**config.mk**
```make
export PLATFORM = sky130hd
export DESIGN_NAME = v810_excseq
export DESIGN_NICKNAME = d
export VERILOG_FILES = /design/src/rtl/v810_excseq_pkg.sv /design/src/rtl/v810_excseq_arb.sv /design/src/rtl/v810_excseq.sv
export SDC_FILE = /design/constraint.sdc
export NUM_CORES = 1
export LEC_CHECK = 0
export BUFFER_PORTS_ARGS = -buffer_cell sky130_fd_sc_hd__buf_2
export CAP_MARGIN = 20
export CORE_ASPECT_RATIO = 2
export CORE_MARGIN = 3
export CORE_UTILIZATION = 25
export DETAILED_ROUTE_END_ITERATION = 7
export GPL_ROUTABILITY_DRIVEN = 0
export SLEW_MARGIN = 20
export SYNTH_ARGS = -nofsm -noshare
export SYNTH_HDL_FRONTEND = slang
export SYNTH_HIERARCHICAL = 1
export SYNTH_SLANG_ARGS = --single-unit
```
**constraint.sdc**
```tcl
create_clock -name CLK -period 4.7 [get_ports CLK]
set_clock_uncertainty 0.15 [all_clocks]
set_input_delay 0.94 -clock CLK [delete_from_list [all_inputs] [get_ports CLK]]
set_output_delay 0.94 -clock CLK [all_outputs]
set_load 0.05 [all_outputs]
```
**src/rtl/v810_excseq_pkg.sv**
```systemverilog
// Shared V810 types and constants for the exception sequencer:
// PSW/ECR layouts, system-register selectors, exception codes and sequencer states.
package v810_excseq_pkg;

  typedef struct packed {
    logic [11:0] rsvd_hi;
    logic [3:0]  i;
    logic        np;
    logic        ep;
    logic        ae;
    logic        id;
    logic [1:0]  rsvd_lo;
    logic [9:0]  flags;
  } psw_t;

  typedef struct packed {
    logic [15:0] fecc;
    logic [15:0] eicc;
  } ecr_t;

  localparam logic [4:0] SRSEL_EIPC  = 5'd0;
  localparam logic [4:0] SRSEL_EIPSW = 5'd1;
  localparam logic [4:0] SRSEL_FEPC  = 5'd2;
  localparam logic [4:0] SRSEL_FEPSW = 5'd3;
  localparam logic [4:0] SRSEL_ECR   = 5'd4;
  localparam logic [4:0] SRSEL_PSW   = 5'd5;

  localparam logic [15:0] EXC_CODE_INT_BASE = 16'hFE00;
  localparam logic [15:0] EXC_CODE_DUP      = 16'hFFD0;

  localparam logic [31:0] PSW_ID_MASK = 32'h0000_1000;
  localparam logic [31:0] PSW_AE_MASK = 32'h0000_2000;
  localparam logic [31:0] PSW_EP_MASK = 32'h0000_4000;
  localparam logic [31:0] PSW_NP_MASK = 32'h0000_8000;
  localparam logic [31:0] PSW_I_MASK  = 32'h000F_0000;

  typedef enum logic [2:0] {
    ST_IDLE     = 3'd0,
    ST_SAVE_PC  = 3'd1,
    ST_SAVE_PSW = 3'd2,
    ST_SET_PSW  = 3'd3,
    ST_REDIR    = 3'd4,
    ST_FATAL    = 3'd5
  } excseq_state_t;

endpackage

```
**src/rtl/v810_excseq_arb.sv**
```systemverilog
// Combinational acceptance arbiter for the V810 exception sequencer.
// Priority EXC > NMI > INT; picks EI/FE/fatal path and forms ECR and vector codes.
// NMI input present only when V810_EXCSEQ_NMI_EN is defined.
module v810_excseq_arb
  import v810_excseq_pkg::*;
(
  input  logic        psw_np,
  input  logic        psw_ep,
  input  logic        psw_id,
  input  logic [3:0]  psw_i,
  input  logic        exc_req,
  input  logic [15:0] exc_code,
  input  logic        int_req,
  input  logic [3:0]  int_level,
`ifdef V810_EXCSEQ_NMI_EN
  input  logic        nmi_pend,
  output logic        acc_nmi,
`endif
  output logic        acc_exc,
  output logic        acc_int,
  output logic        acc_any,
  output logic        go_fatal,
  output logic        fe_path,
  output logic [15:0] ecr_code,
  output logic [15:0] vec_code
);

  logic        int_ok;
  logic [15:0] int_code;

  assign int_ok   = int_req & ~psw_np & ~psw_ep & ~psw_id & (int_level >= psw_i);
  assign int_code = EXC_CODE_INT_BASE | {8'h00, int_level, 4'h0};

  // Priority selection and code formation for the highest pending source
  always_comb begin
    acc_exc  = 1'b0;
    acc_int  = 1'b0;
    go_fatal = 1'b0;
    fe_path  = 1'b0;
    ecr_code = 16'h0000;
    vec_code = 16'h0000;
`ifdef V810_EXCSEQ_NMI_EN
    acc_nmi  = 1'b0;
`endif
    if (exc_req) begin
      // An exception while already in a handler (EP) is duplexed: vector FFD0, original code to FECC
      acc_exc  = 1'b1;
      go_fatal = psw_np;
      fe_path  = psw_ep;
      ecr_code = exc_code;
      vec_code = psw_ep ? EXC_CODE_DUP : exc_code;
`ifdef V810_EXCSEQ_NMI_EN
    end else if (nmi_pend) begin
      acc_nmi  = 1'b1;
      go_fatal = psw_np;
      fe_path  = 1'b1;
      ecr_code = EXC_CODE_DUP;
      vec_code = EXC_CODE_DUP;
`endif
    end else if (int_ok) begin
      acc_int  = 1'b1;
      ecr_code = int_code;
      vec_code = int_code;
    end
  end

`ifdef V810_EXCSEQ_NMI_EN
  assign acc_any = acc_exc | acc_nmi | acc_int;
`else
  assign acc_any = acc_exc | acc_int;
`endif

endmodule

```
**src/rtl/v810_excseq.sv**
```systemverilog
// V810 exception/interrupt sequencer: accepts a request, saves PC/PSW through the
// system-register write port, posts ECR, updates PSW and redirects fetch.
// Optional NMI input/ack enabled by defining V810_EXCSEQ_NMI_EN.
module v810_excseq
  import v810_excseq_pkg::*;
#(
  parameter logic [31:0] VECTOR_BASE = 32'hFFFF_0000
) (
  input  logic        CLK,
  input  logic        RES,
  input  logic        CE,
  input  logic [31:0] PSW,
  input  logic        EXC_REQ,
  input  logic [15:0] EXC_CODE,
  input  logic [31:0] EXC_PC,
  input  logic        INT_REQ,
  input  logic [3:0]  INT_LEVEL,
  input  logic [31:0] INT_PC,
`ifdef V810_EXCSEQ_NMI_EN
  input  logic        NMI_REQ,
  output logic        NMI_ACK,
`endif
  output logic        EXC_ACK,
  output logic        INT_ACK,
  output logic        BUSY,
  output logic [4:0]  SR_WA,
  output logic [31:0] SR_WD,
  output logic        SR_WE,
  output logic [31:0] PSW_SET,
  output logic [31:0] PSW_RESET,
  output logic [15:0] ECR_CC,
  output logic        ECR_SET_EICC,
  output logic        ECR_SET_FECC,
  output logic        REDIR_VALID,
  output logic [31:0] REDIR_PC,
  input  logic        REDIR_READY,
  output logic        FATAL
);

  // Interrupt level raise saturates at 15
  function automatic logic [3:0] sat_inc4(input logic [3:0] v);
    return (v == 4'hF) ? 4'hF : v + 4'd1;
  endfunction

  psw_t          psw_in;
  excseq_state_t state_q, state_nx;

  logic        acc_exc, acc_int, acc_any, go_fatal, fe_path;
  logic [15:0] ecr_code, vec_code;
  logic        pulse_en;

  logic [15:0] code_p0;
  logic [15:0] vec_p0;
  logic [31:0] pc_p0;
  logic [31:0] psw_p0;
  logic        fe_p0;
  logic        int_p0;
  logic [3:0]  lvl_p0;

  assign psw_in   = psw_t'(PSW);
  // Single-shot outputs only take effect on an enabled, non-reset edge
  assign pulse_en = CE & ~RES;

`ifdef V810_EXCSEQ_NMI_EN
  logic acc_nmi;
  logic nmi_prev, nmi_pend;

  // NMI rising-edge capture into a pending flag, cleared when accepted
  always_ff @(posedge CLK) begin
    if (RES) begin
      nmi_prev <= 1'b0;
      nmi_pend <= 1'b0;
    end else if (CE) begin
      nmi_prev <= NMI_REQ;
      if (NMI_REQ && !nmi_prev)
        nmi_pend <= 1'b1;
      else if (state_q == ST_IDLE && acc_nmi)
        nmi_pend <= 1'b0;
    end
  end
`endif

  v810_excseq_arb u_arb (
    .psw_np    (psw_in.np),
    .psw_ep    (psw_in.ep),
    .psw_id    (psw_in.id),
    .psw_i     (psw_in.i),
    .exc_req   (EXC_REQ),
    .exc_code  (EXC_CODE),
    .int_req   (INT_REQ),
    .int_level (INT_LEVEL),
`ifdef V810_EXCSEQ_NMI_EN
    .nmi_pend  (nmi_pend),
    .acc_nmi   (acc_nmi),
`endif
    .acc_exc   (acc_exc),
    .acc_int   (acc_int),
    .acc_any   (acc_any),
    .go_fatal  (go_fatal),
    .fe_path   (fe_path),
    .ecr_code  (ecr_code),
    .vec_code  (vec_code)
  );

  // State register; reset overrides any state including a pending redirect
  always_ff @(posedge CLK) begin
    if (RES)
      state_q <= ST_IDLE;
    else if (CE)
      state_q <= state_nx;
  end

  // Next-state sequencing: accept, two saves, PSW update, redirect handshake
  always_comb begin
    state_nx = state_q;
    case (state_q)
      ST_IDLE:     if (acc_any) state_nx = go_fatal ? ST_FATAL : ST_SAVE_PC;
      ST_SAVE_PC:  state_nx = ST_SAVE_PSW;
      ST_SAVE_PSW: state_nx = ST_SET_PSW;
      ST_SET_PSW:  state_nx = ST_REDIR;
      ST_REDIR:    if (REDIR_READY) state_nx = ST_IDLE;
      ST_FATAL:    state_nx = ST_FATAL;
      default:     state_nx = ST_IDLE;
    endcase
  end

  // Capture of the accepted request: codes, restart PC, PSW snapshot and path
  always_ff @(posedge CLK) begin
    if (RES) begin
      code_p0 <= 16'h0000;
      vec_p0  <= 16'h0000;
      pc_p0   <= 32'h0000_0000;
      psw_p0  <= 32'h0000_0000;
      fe_p0   <= 1'b0;
      int_p0  <= 1'b0;
      lvl_p0  <= 4'h0;
    end else if (CE && state_q == ST_IDLE && acc_any) begin
      code_p0 <= ecr_code;
      vec_p0  <= vec_code;
      pc_p0   <= acc_exc ? EXC_PC : INT_PC;
      psw_p0  <= PSW;
      fe_p0   <= fe_path;
      int_p0  <= acc_int;
      lvl_p0  <= INT_LEVEL;
    end
  end

  // Output decode per state; pulses gated so each is consumed on exactly one edge
  always_comb begin
    EXC_ACK      = 1'b0;
    INT_ACK      = 1'b0;
    BUSY         = 1'b0;
    SR_WA        = 5'd0;
    SR_WD        = 32'h0000_0000;
    SR_WE        = 1'b0;
    PSW_SET      = 32'h0000_0000;
    PSW_RESET    = 32'h0000_0000;
    ECR_CC       = 16'h0000;
    ECR_SET_EICC = 1'b0;
    ECR_SET_FECC = 1'b0;
    REDIR_VALID  = 1'b0;
    REDIR_PC     = 32'h0000_0000;
    FATAL        = 1'b0;
`ifdef V810_EXCSEQ_NMI_EN
    NMI_ACK      = 1'b0;
`endif
    case (state_q)
      ST_IDLE: begin
        EXC_ACK = pulse_en & acc_exc;
        INT_ACK = pulse_en & acc_int;
`ifdef V810_EXCSEQ_NMI_EN
        NMI_ACK = pulse_en & acc_nmi;
`endif
      end
      ST_SAVE_PC: begin
        BUSY         = 1'b1;
        SR_WE        = pulse_en;
        SR_WA        = fe_p0 ? SRSEL_FEPC : SRSEL_EIPC;
        SR_WD        = pc_p0 & 32'hFFFF_FFFE;
        ECR_CC       = code_p0;
        ECR_SET_FECC = pulse_en & fe_p0;
        ECR_SET_EICC = pulse_en & ~fe_p0;
      end
      ST_SAVE_PSW: begin
        BUSY  = 1'b1;
        SR_WE = pulse_en;
        SR_WA = fe_p0 ? SRSEL_FEPSW : SRSEL_EIPSW;
        SR_WD = psw_p0;
      end
      ST_SET_PSW: begin
        BUSY = 1'b1;
        if (pulse_en) begin
          PSW_SET   = fe_p0 ? (PSW_NP_MASK | PSW_ID_MASK) : (PSW_EP_MASK | PSW_ID_MASK);
          PSW_RESET = PSW_AE_MASK;
          if (int_p0) begin
            PSW_SET   = PSW_SET | {12'h000, sat_inc4(lvl_p0), 16'h0000};
            PSW_RESET = PSW_RESET | PSW_I_MASK;
          end
        end
      end
      ST_REDIR: begin
        BUSY        = 1'b1;
        REDIR_VALID = 1'b1;
        REDIR_PC    = VECTOR_BASE | {16'h0000, vec_p0};
      end
      ST_FATAL: begin
        BUSY  = 1'b1;
        FATAL = 1'b1;
      end
      default: ;
    endcase
  end

endmodule

```
==> results of run 1 <==
## registers in the layout, summed over array words and instances (netlist names)
signal	flops
code_p0	16
int_p0	1
pc_p0	31
fe_p0	1
psw_p0	32
lvl_p0	4
vec_p0	16
state_q	3
## worst min-delay path by stage
stage,startpoint,cells past startpoint,slack (ns),to
after floorplan,psw_p0[10],2,0.29,psw_p0[10]
after global placement,psw_p0[9],2,0.30,psw_p0[9]
after detailed placement,psw_p0[6],2,0.30,psw_p0[6]
after CTS,psw_p0[10],2,0.32,psw_p0[10]
after global routing,psw_p0[11],2,0.34,psw_p0[11]
final,psw_p0[8],2,0.32,psw_p0[8]
## cells by family (layout without fill, tap and decap cells)
| family | count (synthesis) | after routing | share of synthesized area |
|---|---|---|---|
| AO/OA/AOI/OAI | 200 | 200 | 0.210 |
| flip-flops | 104 | 104 | 0.320 |
| adder cells (fa/ha/maj) | 5 | 5 | 0.00963 |
| multiplexers | 32 | 32 | 0.0495 |
| other | 1 | 60 | 0.000577 |
| buffers and inverters | 162 | 258 | 0.150 |
| AND/OR/NAND/NOR | 245 | 245 | 0.260 |
## area by class of cell
cell class                 instances  area, um^2
antenna                            5        12.5
clock buffer                      10         239
clock inverter                     6        91.3
fill                            2750       17600
inverter                          11        41.3
multi-input combinational        537        3670
sequential                       104        2080
tap                              336         420
timing repair buffer             231        1200
## Yosys cell counts (all sizes together), types with 2 or more instances
| cell type | number | area, um^2 |
|---|---|---|
| o21ai | 81 | 417 |
| nor2b | 4 | 25.0 |
| and2b | 5 | 37.5 |
| a21oi | 36 | 180 |
| nand2 | 21 | 78.8 |
| clkbuf | 38 | 143 |
| a211oi | 32 | 340 |
| mux2i | 31 | 310 |
| nand3 | 3 | 15.0 |
| and3 | 3 | 18.8 |
| a22o | 32 | 280 |
| o21a | 10 | 75.1 |
| nand2b | 73 | 457 |
| nor3 | 4 | 20.0 |
| nor2 | 8 | 30.0 |
| nor3b | 2 | 25.0 |
| nand4b | 70 | 613 |
| nor4b | 2 | 38.8 |
| inv | 11 | 41.3 |
| nand3b | 2 | 15.0 |
| and2 | 43 | 269 |
| ha | 5 | 62.6 |
| dfxtp | 104 | 2080 |
| buf | 113 | 790 |
## through the flow
step	hold WS, ns	utilization	total power, mW
2_1_floorplan	0.292	-	1.45
3_3_place_gp	0.303	0.292	1.55
3_5_place_dp	0.304	0.292	1.56
4_1_cts	0.317	0.305	2.44
5_1_grt	0.340	0.306	2.51
6_report	0.317	0.306	2.40
## layer usage
metal / vias up / routed length (um) / global-route usage
li1: 2822 / - / -
met1: 2831 / 8000 / 0.161
met2: 243 / 11500 / 0.262
met3: 25 / 1360 / 0.0333
met4: 6 / 510 / 0.0839
met5: - / 33 / 0
## report_power, final
group | internal (mW) | switching (mW) | leakage [nW]
registers | 0.937 | 0.0394 | 0.849
logic | 0.165 | 0.398 | 2.41
clock network | 0.484 | 0.377 | 0.163
total | 1.59 | 0.814 | 3.42
## tightest hold or removal path: cells and delay by family, from the launching register on
family             cells  cell delay [ns]
AOI/OAI and AO/OA      1             0.05
DFF                    1             0.31
and+or+nand+nor        1             0.06
==> qor.yml, run 1 <==
worst_setup_path:
  start_kind: "input pin"
  cp.depth: 10
  arrival_ns: 2.83
  endpoint: "INT_ACK"
  worst-path-buf-inv: 4
  r2r_slack_ns: 1.85
  crit_family: "simple AND/OR/NAND/NOR gates"
  endpoint_kind: "output pin"
  r2r_cells: 5
  crit_fanout: 14
  worstPathCellList: "buf_2 -> inv_1 -> ha_1 -> nand2b_1 -> a2111oi_0 -> or3_4 -> inv_1 -> nand3b_1 -> nor3_1 -> buf_2"
  r2r-end: "code_p0[9]"
  slowest_delay_ns: 0.41
  worstSetupStartpoint: "INT_LEVEL[0]"
  slowest_stage: "a2111oi_0"
  r2r-start: "state_q[2]"
  crit_required_ns: 3.61
  crit_type: "input pin to output pin"
die:
  placementRows: 82
  fp.dieH_um: 234
  die_w_um: 120
  initial_utilization: 0.256
  core_area_um2: 25300
  die_area_um2: 28100
  io_pins: 279
clock_network:
  cts-root-buf: "clkbuf_16"
  ctsHtreeMaxLevel: 3
  post_cts_buffers: 0
  cts_made_buffers: 9
  clock-sinks: 104
  postCtsHoldBufs: 0
  post_cts_resize_count: 0
  clock_path_buffers: 2
  path_clk_slew_ns: 0.07
  clock_latency_ns: 0.37
  cts_tree: "yes"
final_layout:
  final_cell_area_um2: 7750
  final_cell_mix: "buf_2 (220), dfxtp_1 (104), nand2b_1 (73)"
  fin_cells: 1240
  nets: 1021
  final_common_cell: "buf_2"
  drive_gt1_frac: 0.311
  area_growth_pct: 19.3
timing:
  tightest_slew_ns: 0.973
  maxSlewViolCount: 0
  fin_crit_sh: 0.835
  setup_viol: 0
  hold_viol: 0
  setup_slack_ns: 0.775
  setup_tns_ns: 0
  rsz0062_at_grt: "false"
  slew_headroom: 0.352
  fin_crit_ns: 3.92
  fmax_ghz: 0.255
routing:
  wl_um: 21400
  drtIter0Drc: 359
  drt_pass1_iterations: 5
  post_drt_via_cell_ratio: 4.78
  wl_per_cell_um: 17.3
  drc_errors: 0
  drtAntennaViolNets: 0
  vias: 5927
synth:
  synth_edf_count: 0
  synth_ff_type: "dfxtp_1"
  yosys_warnings: 6
  ys_seq_area_frac: 0.320
  synthCells: 749
  ys_ff_latch: 104
  synth_area_um2: 6500
  ys_types: 47
  ys_async_sr_fraction: 0
  avgSynthCellArea_um2: 8.67
grt:
  track_usage: 0.148
  grt_overflow: 0
  grt_max_degree: 111
  grt_antenna_before_repair: 8
  first_global_vias: 5559
  grt_pass1_wl_um: 31700
outcome:
  status: "finished clean"
power:
  leakage_nw: 3.42
  cellPowerDensity_nw_per_um2: 310
  vdd_drop_max_mv: 0.166
placement:
  place_ws_ns: 0.799
  dp.cells: 1219
  place_hpwl_um: 14600
  io_buffers: 221
  placed_area_um2: 7410
min_path:
  hold_class: "flop to flop"
run:
  drv_cap: 0
(Power assumes the default switching activity.)
==> inputs of run 2 (changes only) <==
--- a/config.mk
+++ b/config.mk
@@ -5,6 +5,7 @@
 export SDC_FILE = /design/constraint.sdc
 export NUM_CORES = 1
 export LEC_CHECK = 0
+export ABC_AREA = 1
 export BUFFER_PORTS_ARGS = -buffer_cell sky130_fd_sc_hd__buf_2
 export CAP_MARGIN = 20
 export CORE_ASPECT_RATIO = 2
==> constraint.sdc (replaced) <==
create_clock -name CLK -period 3.4 [get_ports CLK]
set_clock_uncertainty 0.15 [all_clocks]
set_input_delay 0.68 -clock CLK [delete_from_list [all_inputs] [get_ports CLK]]
set_output_delay 0.68 -clock CLK [all_outputs]
set_load 0.05 [all_outputs]
==> run 2 against run 1 <==
Compared with the run above:
- design area down 9.1%
- synthesized cell count up 14%
- die area down 9.8%
- critical path type is now flop to output pin
- largest power group unchanged
- highest routed layer is now met4
==> qor.yml, run 2 <==
final_layout:
  antenna_cells: 0  # was 5
  reg_top3: "psw_p0 x32, pc_p0 x31"  # unchanged
  final_common_cell: "buf_2"  # unchanged
  n_fill_cell: 2619  # was 2,750
  fin_cells: 1307  # was 1,240
  largest_register_ffs: 32  # unchanged
  nets: 1150  # was 1,021
  area_growth_pct: 20.8  # was 19.3%
  top_register: "psw_p0"  # unchanged
  drive_gt1_frac: 0.257  # was 0.311
  final_cell_mix: "buf_2 (221), inv_1 (158), a21oi_1 (105)"  # was buf_2 (220), dfxtp_1 (104), nand2b_1 (73)
synth:
  synth_area_um2: 5830  # was 6500 um^2
  synth_area_leaders: "dfxtp_1 (36%), inv_1 (10%), buf_4 (10%)"  # was dfxtp_1 (32%), nand4b_1 (9.4%), buf_4 (9.2%)
  ys_seq_area_frac: 0.357  # was 0.320
  ys_ff_latch: 104  # unchanged
  yosysTopAreaCell: "dfxtp_1"  # unchanged
  avgSynthCellArea_um2: 6.83  # was 8.67 um^2
  synthCells: 854  # was 749
  synth_edf_count: 0  # unchanged
  ys_async_sr_fraction: 0  # unchanged
  synth_common_cells: "inv_1 (158), a21oi_1 (105), dfxtp_1 (104), nand2_1 (96), o21ai_1 (82)"  # was dfxtp_1 (104), buf_4 (80), nand2b_1 (73), nand4b_1 (70), o21ai_0 (67)
  synth.top_cell.area_share: 0.357  # was 0.320
  yosys_warnings: 6  # unchanged
  ys_types: 26  # was 47
  synth_ff_type: "dfxtp_1"  # unchanged
  synthMostInstantiatedCell: "inv_1"  # was dfxtp_1
min_path:
  hold_class: "flop to flop"  # unchanged
  min_from: "int_p0"  # was psw_p0[8]
power:
  finalPower_mw: 3.48  # was 2.40 mW
  cellPowerDensity_nw_per_um2: 494  # was 310 nW/um^2
  vdd_drop_max_mv: 0.199  # was 0.166 mV
  leakage_nw: 3.55  # was 3.42 nW
clock_network:
  post_cts_buffers: 0  # unchanged
  cts-root-buf: "clkbuf_16"  # unchanged
  postCtsHoldBufs: 0  # unchanged
  clock-sinks: 104  # unchanged
  post_cts_resize_count: 0  # unchanged
  ctsHtreeMaxLevel: 3  # unchanged
  cts_made_buffers: 9  # unchanged
  cts_tree: "yes"  # unchanged
  clock_path_buffers: 2  # unchanged
  clock_latency_ns: 0.36  # was 0.37 ns
  path_clk_slew_ns: 0.07  # about the same
grt:
  track_usage: 0.132  # was 0.148
  grt_use_met2: 0.244  # was 0.262
  grt_max_degree: 105  # was 111
  met3_usage: 0.0235  # was 0.0333
  grt_overflow: 0  # unchanged
  met1_usage: 0.137  # was 0.161
  grt_antenna_before_repair: 0  # was 8
  grt.busiest_layer: "met2"  # unchanged
  grt_pass1_wl_um: 25900  # was 31,700 um
  first_global_vias: 5027  # was 5,559
routing:
  wl_per_cell_um: 13.2  # was 17.3 um
  drt_pass1_iterations: 4  # was 5
  drtAntennaViolNets: 0  # unchanged
  post_drt_via_cell_ratio: 4.27  # was 4.78
  wl_um: 17300  # was 21,400 um
  vias: 5587  # was 5,927
  drtIter0Drc: 264  # was 359
  drc_errors: 0  # unchanged
timing:
  hold_viol: 0  # unchanged
  setup_tns_ns: 0  # unchanged
  fmax_ghz: 0.322
  fin_crit_sh: 0.914
  slew_headroom: 0.336  # was 0.352
  tightest_slew_ns: 0.996  # was 0.973 ns
  setup_viol: 0  # unchanged
  fin_crit_ns: 3.11
  rsz0062_at_grt: "false"  # unchanged
  setup_slack_ns: 0.292  # was 0.775 ns
  maxSlewViolCount: 0  # unchanged
worst_setup_path:
  crit_required_ns: 2.57  # was 3.61 ns
  worstSetupStartpoint: "state_q[1]"  # was INT_LEVEL[0]
  worst-path-buf-inv: 3  # was 4
  cp_common_cell: "inv_2"
  endpoint_kind: "output pin"  # unchanged
  worstPathCellList: "inv_2 -> nand2_1 -> nor2_2 -> inv_2 -> nor2_1 -> buf_2"  # was buf_2 -> inv_1 -> ha_1 -> nand2b_1 -> a2111oi_0 -> or3_4 -> inv_1 -> nand3b_1 -> nor3_1 -> buf_2
  arrival_ns: 2.28  # was 2.83 ns
  start_kind: "flop"  # was input pin
  slowest_stage: "nor2_2"  # was a2111oi_0
  crit_family: "simple AND/OR/NAND/NOR gates"  # unchanged
  crit_type: "flop to output pin"  # was input pin to output pin
  crit_fanout: 18  # was 14
  slowest_delay_ns: 0.48  # was 0.41 ns
  r2r-start: "state_q[0]"  # was state_q[2]
die:
  core_area_um2: 22800  # was 25,300 um^2
  io_pins: 279  # unchanged
  die_w_um: 114  # was 120 um
  placementRows: 78  # was 82
  initial_utilization: 0.255  # was 0.256
  fp.dieH_um: 222  # was 234 um
  die_area_um2: 25300  # was 28,100 um^2
outcome:
  status: "finished clean"  # unchanged
placement:
  place_ws_ns: 0.423  # was 0.799 ns
  io_buffers: 221  # unchanged
  place_hpwl_um: 13100  # was 14,600 um
  dp.cells: 1292  # was 1,219
run:
  drv_cap: 0  # unchanged
## run 2: logic make-up after synthesis
family                   Yosys count  synth area share
AO/OA/AOI/OAI                    272             0.240
XOR/XNOR                           1           0.00150
adder cells (fa/ha/maj)            5            0.0107
buffers and inverters            292             0.256
flip-flops                       104             0.357
other                              1          0.000643
AND/OR/NAND/NOR                  179             0.134
## run 2: worst register-to-register path, delay by kind of cell, from the launching register on
family | cells | cell delay [ns]
simple gates | 2 | 0.51
flops | 1 | 0.44
buf+inv | 1 | 0.33
compound gates | 2 | 0.30
## run 2: final timing paths
kind                 end  slack, ns  cells past startpoint
min reg2reg       int_p0       0.30                      2
min               int_p0       0.30                      2
max          REDIR_PC[0]       0.29                      6
max reg2reg    pc_p0[24]       1.56                      5
## run 2: report_power, final
part	total, mW	leakage (nW)	internal, mW	switching [mW]
clock	1.07	0.146	0.591	0.483
combinational	1.02	2.55	0.258	0.765
sequential	1.38	0.852	1.34	0.0433
## run 2: metal layers
metal | up-vias | wire length (um)
met5 | - | 0
met4 | 0 | 655
met3 | 32 | 963
met2 | 185 | 9230
met1 | 2444 | 6460
li1 | 2926 | -
## run 2: layout make-up
| cell class | count | area [um^2] | area share |
|---|---|---|---|
| tap | 280 | 350 | 0.0497 |
| sequential | 104 | 2080 | 0.296 |
| clock buffer | 11 | 243 | 0.0345 |
| timing repair buffer | 234 | 1240 | 0.176 |
| multi-input combinational | 512 | 2470 | 0.350 |
| clock inverter | 4 | 52.6 | 0.00746 |
| inverter | 162 | 608 | 0.0863 |
## run 2: through the flow
step / util / instance area, um^2 / hold slack (ns)
2_1_floorplan: - / 6040 / 0.275
3_5_place_dp: 0.296 / 6750 / 0.288
5_1_grt: 0.309 / 7050 / 0.319
4_1_cts: 0.309 / 7050 / 0.298
3_3_place_gp: 0.296 / 6750 / 0.285
6_report: 0.309 / 7050 / 0.297
